**config.mk**
```make
export PLATFORM = sky130hd
export DESIGN_NAME = usb_kbd_frame_rx
export DESIGN_NICKNAME = d
export VERILOG_FILES = /design/src/rtl/usb_kbd_frame_rx.sv
export SDC_FILE = /design/constraint.sdc
export NUM_CORES = 1
export LEC_CHECK = 0
export ABC_AREA = 0
export CAP_MARGIN = 40
export CORE_ASPECT_RATIO = 0.5
export CORE_MARGIN = 4
export CORE_UTILIZATION = 30
export DETAILED_ROUTE_END_ITERATION = 12
export HOLD_SLACK_MARGIN = 0.03
export MAX_ROUTING_LAYER = met4
export PLACE_DENSITY = 0.48
export SETUP_SLACK_MARGIN = 0.15
export SYNTH_ARGS = -nofsm -noshare
export SYNTH_HDL_FRONTEND = slang
export SYNTH_SLANG_ARGS = --single-unit
export TNS_END_PERCENT = 100
```
**constraint.sdc**
```tcl
create_clock -name CLK -period 3 [get_ports CLK]
set_input_delay 0.6 -clock CLK [delete_from_list [all_inputs] [get_ports CLK]]
set_output_delay 0.6 -clock CLK [all_outputs]
set_load 0.02 [all_outputs]
```
**src/rtl/usb_kbd_frame_rx.sv**
```systemverilog
// Keyboard frame receiver: samples KDAT on KCLK falls, checks start/odd parity/stop,
// queues good bytes in a small FIFO with a watchdog aborting stalled frames.
module usb_kbd_frame_rx #(
  parameter int DEPTH       = 4,
  parameter int TIMEOUT_CYC = 5000
) (
  input  logic       CLK,
  input  logic       ACLR_L,
  input  logic       KCLK_SYNC,
  input  logic       KDAT_SYNC,
  output logic [7:0] DOUT,
  output logic       VALID,
  input  logic       READY,
  output logic       ERR,
  output logic       OVF
);

  localparam int AW  = $clog2(DEPTH);
  localparam int WDW = $clog2(TIMEOUT_CYC + 1);

  typedef enum logic [1:0] {IDLE, DATA, PARITY, STOP} state_t;

  state_t          state_reg;
  logic            kclk_q_reg;
  logic [7:0]      shift_reg;
  logic [2:0]      bitcnt_reg;
  logic            parity_reg;
  logic [WDW-1:0]  wd_cnt_reg;
  logic [7:0]      mem_reg [DEPTH];
  logic [AW:0]     wr_ptr_reg, rd_ptr_reg;

  logic            fall, stop_fall, frame_good, frame_bad, timeout;
  logic            full, empty, pop, push, ovf_next;
  logic [AW:0]     wr_ptr_next, rd_ptr_next;
  logic [AW-1:0]   head_idx;
  logic [7:0]      dout_next;

  assign fall       = kclk_q_reg & ~KCLK_SYNC;
  assign stop_fall  = (state_reg == STOP) & fall;
  // XOR over data and parity is 1 exactly when the total count of ones is odd
  assign frame_good = stop_fall & (^{shift_reg, parity_reg}) & KDAT_SYNC;
  assign frame_bad  = stop_fall & ~frame_good;
  assign timeout    = (state_reg != IDLE) & ~fall & (wd_cnt_reg == WDW'(TIMEOUT_CYC - 1));

  assign empty    = (wr_ptr_reg == rd_ptr_reg);
  assign full     = (wr_ptr_reg[AW-1:0] == rd_ptr_reg[AW-1:0]) & (wr_ptr_reg[AW] != rd_ptr_reg[AW]);
  assign pop      = ~empty & READY;
  assign push     = frame_good & (~full | pop);
  assign ovf_next = frame_good & full & ~pop;

  assign wr_ptr_next = wr_ptr_reg + {{AW{1'b0}}, push};
  assign rd_ptr_next = rd_ptr_reg + {{AW{1'b0}}, pop};
  assign head_idx    = rd_ptr_next[AW-1:0];

  // Head after this edge: the byte being written bypasses the array when it lands at the head
  always_comb begin
    dout_next = 8'h00;
    if (wr_ptr_next != rd_ptr_next) begin
      if (push && (head_idx == wr_ptr_reg[AW-1:0]))
        dout_next = shift_reg;
      else
        dout_next = mem_reg[head_idx];
    end
  end

  always_ff @(posedge CLK or negedge ACLR_L) begin
    if (!ACLR_L) begin
      state_reg  <= IDLE;
      kclk_q_reg <= 1'b1;
      shift_reg  <= 8'h00;
      bitcnt_reg <= 3'd0;
      parity_reg <= 1'b0;
      wd_cnt_reg <= '0;
      ERR        <= 1'b0;
    end else begin
      kclk_q_reg <= KCLK_SYNC;
      ERR        <= frame_bad | timeout;
      if (state_reg == IDLE || fall)
        wd_cnt_reg <= '0;
      else if (!timeout)
        wd_cnt_reg <= wd_cnt_reg + 1'b1;

      case (state_reg)
        IDLE: begin
          if (fall && !KDAT_SYNC) begin
            state_reg  <= DATA;
            bitcnt_reg <= 3'd0;
          end
        end
        DATA: begin
          if (fall) begin
            shift_reg  <= {KDAT_SYNC, shift_reg[7:1]};
            bitcnt_reg <= bitcnt_reg + 3'd1;
            if (bitcnt_reg == 3'd7)
              state_reg <= PARITY;
          end else if (timeout) begin
            state_reg <= IDLE;
          end
        end
        PARITY: begin
          if (fall) begin
            parity_reg <= KDAT_SYNC;
            state_reg  <= STOP;
          end else if (timeout) begin
            state_reg <= IDLE;
          end
        end
        STOP: begin
          if (fall || timeout)
            state_reg <= IDLE;
        end
        default: state_reg <= IDLE;
      endcase
    end
  end

  always_ff @(posedge CLK or negedge ACLR_L) begin
    if (!ACLR_L) begin
      wr_ptr_reg <= '0;
      rd_ptr_reg <= '0;
      DOUT       <= 8'h00;
      VALID      <= 1'b0;
      OVF        <= 1'b0;
    end else begin
      wr_ptr_reg <= wr_ptr_next;
      rd_ptr_reg <= rd_ptr_next;
      DOUT       <= dout_next;
      VALID      <= (wr_ptr_next != rd_ptr_next);
      OVF        <= ovf_next;
    end
  end

  // Storage needs no reset: pointers define what is valid
  always_ff @(posedge CLK) begin
    if (push)
      mem_reg[wr_ptr_reg[AW-1:0]] <= shift_reg;
  end

endmodule

```
==> results of run 1 <==
-- layer usage --
metal | track usage, % | share of wire [%]
met3 | 4.529 | 4.3
met4 | 3.715 | 1.5
met1 | 14.61 | 48
met2 | 15.65 | 46
met5 | - | 0
-- how the worst min path moves through the flow --
stage	start	to	slack, ps	cells after the start
after CTS	ACLR_L	wr_ptr_reg[1]$_DFF_PN0_	150	1
after global routing	ACLR_L	wr_ptr_reg[1]$_DFF_PN0_	150	1
final	ACLR_L	wr_ptr_reg[1]$_DFF_PN0_	150	1
after global placement	bitcnt_reg[1]$_DFFE_PN0P_	bitcnt_reg[1]$_DFFE_PN0P_	490	1
after detailed placement	bitcnt_reg[1]$_DFFE_PN0P_	bitcnt_reg[1]$_DFFE_PN0P_	490	1
after floorplan	ACLR_L	DOUT[0]$_DFF_PN0_	300	0
-- layout by cell type (no fill, tap or decap), types with 5 or more instances in the layout --
cell and instances:
mux2_2 10, buf_4 23, nor2_1 18, mux2i_1 9, ha_1 5, o21ai_0 8
mux4_2 8, clkdlybuf4s50_1 13, nand3_1 7, dfrtp_1 42, nand4_1 6, nand2_1 17
xnor2_1 10, edfxtp_1 32, xor2_1 11, nor3_1 5, clkbuf_16 9
-- power by group --
part / internal [mW] / switching, mW
logic: 0.733 / 0.614
clock network: 0.558 / 0.428
registers: 1.29 / 0.120
-- cells by family after synthesis --
logic type      Yosys count
flops                    77
fa+ha+maj                 7
xor+xnor                 25
buf+inv                  11
mux                      28
compound gates           18
simple gates             73
-- critical path: cells and delay by family, from the launching register on --
| family | cells | cell delay [ps] |
|---|---|---|
| XOR/XNOR | 4 | 980 |
| AND/OR/NAND/NOR | 3 | 540 |
| flip-flops | 1 | 380 |
| adder cells (fa/ha/maj) | 2 | 310 |
| multiplexers | 2 | 260 |
| buffers and inverters | 2 | 220 |
-- cell type report --
cell class              count  area (sq um)  share of cell area, %
well taps                 145         181.4                  4.304
multi-input cells         151          1294                  30.69
repair buffers             42         370.4                  8.786
clock buffers              10         229.0                  5.432
clock inverters             6         38.79                 0.9202
flip-flops and latches     77          2091                  49.60
inverters                   3         11.26                 0.2671
-- through the flow --
step	cell area (sq um)	setup WS (ps)	hold slack, ps	setup TNS, ps
after floorplan	3406	159.9	304.4	0
after global placement	3822	-252.3	489.5	-2078
after detailed placement	3842	-369.7	494.7	-3085
after CTS	4128	154.4	150.9	0
after global routing	4215	42.95	152.7	0
final	4215	166.2	148.1	0
-- timing repair --
item | 4_1_cts | 5_1_grt
cloned | 0 | 1
pin swaps | 0 | 2
setup buffers | 1 | 5
endpoints found under the setup margin | 8 | 9
gates resized for setup | 3 | 14
==> results.toml, run 1 <==
[logic_synthesis]
synth-edff-count = 32
ys_warn_count = 0
synth_mux_area_share_pct = 11.64
yosys.area.top_type = "dfrtp_1"
synth_compound_area_share_pct = 3.337
synth-seq-area-share_pct = 61.88
yosys.area_share.adder_pct = 2.595
synth_seq_cells = 77
syn_inst = 239
synth.top_cell.area_share_pct = 32.63
synth_area_leaders = "dfrtp_1, edfxtp_1, mux4_2"
synthArstFlopShare_pct = 58.44
syn-num-nets = 251
synth.most_common_cell = "dfrtp_1"
synthSimpleGateAreaFrac_pct = 11.38
netlist_area_sq_um = 3374
ys_types = 38
synth_common_cells = "dfrtp_1, edfxtp_1, nand2_1, nor2_1, xor2_1"
synth_top_family_by_area = "multiplexers"
synthXorXnorAreaFrac_pct = 7.749
avgSynthCellArea_sq_um = 14.12
synth-main-ff-cell = "dfrtp_1"

[min_path]
hold_class = "in -> async"

[critical_path]
crit_required_ps = 3200
cp_max_fo = 9
slowest_delay_ps = 490
cp-end-kind = "register"
ff2ff_path_depth = 13
r2r_slack_ps = 170
worst_ep_arrival_time_ps = 3030
cp-start-kind = "register"
cp_cell_sequence = "xor2_1 > xnor3_2 > mux2i_2 > nand2b_1 > inv_2 > ha_4 > ha_4 > xor2_2 > xor2_1 > or3_4 > buf_6 > nand2_1 > mux2i_1"
r2r_start = "shift_reg[1]$_DFFE_PN0P_"
r2r-end = "DOUT[7]$_DFF_PN0_"
cp_slowest_cell = "xnor3_2"
path_class = "reg -> reg"
cp-startpoint = "shift_reg[1]$_DFFE_PN0P_"
cp-endpoint = "DOUT[7]$_DFF_PN0_"

[timing]
slew_violations = 0
fmax_mhz = 352.9
post-route-period-util_pct = 94.46
finalSetupViolations = 0
slew_headroom_pct = 67.04
period_minus_slack_ps = 2834
tightest_slew_ps = 494.4
fin_skew_ps = 7.710
rsz0062_at_grt = "yes"
final-hold-violation-count = 0

[layout]
antenna_cells = 0
fillers = 1021
area_growth_pct = 24.92
largest_reg_flops = 32
finalCoreUtilization_pct = 38.39
stdcell_count = 434
layout-drive-gt1-share_pct = 26.30
fin_nets = 296

[die]
dieHeight_um = 83.00
die_area_sq_um = 13110
row_count = 27
start_util_pct = 30.74
core-area_sq_um = 10980
chipWidth_um = 158.0
io-pin-count = 16

[placement]
placedCellCount = 411
dpl.hpwl_um = 4278
gp_congestion = 0.7828
numPortBuffers = 15

[detailed_routing]
via_per_inst = 4.707
vias = 2043
drtAntennaViolNets = 0
wl_per_cell_um = 15.12
remaining_drc_errors = 0
wirelength_um = 6561
drt-initial-drc-count = 110
drtPass1Iterations = 4

[cts]
cts.clk_slew.worst_paths_ps = 60
cts_buffer_depth = 2
hold_buffers = 0
h-tree-depth = 3
cts_tree = "built"
clock_latency_ps = 340
clockRootBuffer = "clkbuf_16"
cts_num_sinks = 77
cts_buffers = 9

[global_routing]
grt_pass1_wl_um = 10590
grt_max_degree = 36
track_usage_pct = 11.12
antenna_found_initial = 0
grt_pass1_vias = 2027
grt-ovfl-total = 0

[pwr]
finalPower_mw = 3.744
ir_drop_mv = 0.2931
leakage_nw = 1.753
powerDensity_nw_per_um2 = 888.3

[flow_run]
maxCapViolCount = 0

[status]
status = "finished, final reports clean"
Power figures use the tool's default switching activity.
==> run 2: changes to the inputs <==
- ABC_CLOCK_PERIOD_IN_PS: not set -> 3000
==> results of run 2 <==
No change in the layout: final DEF, timing and power equal those of run 1.
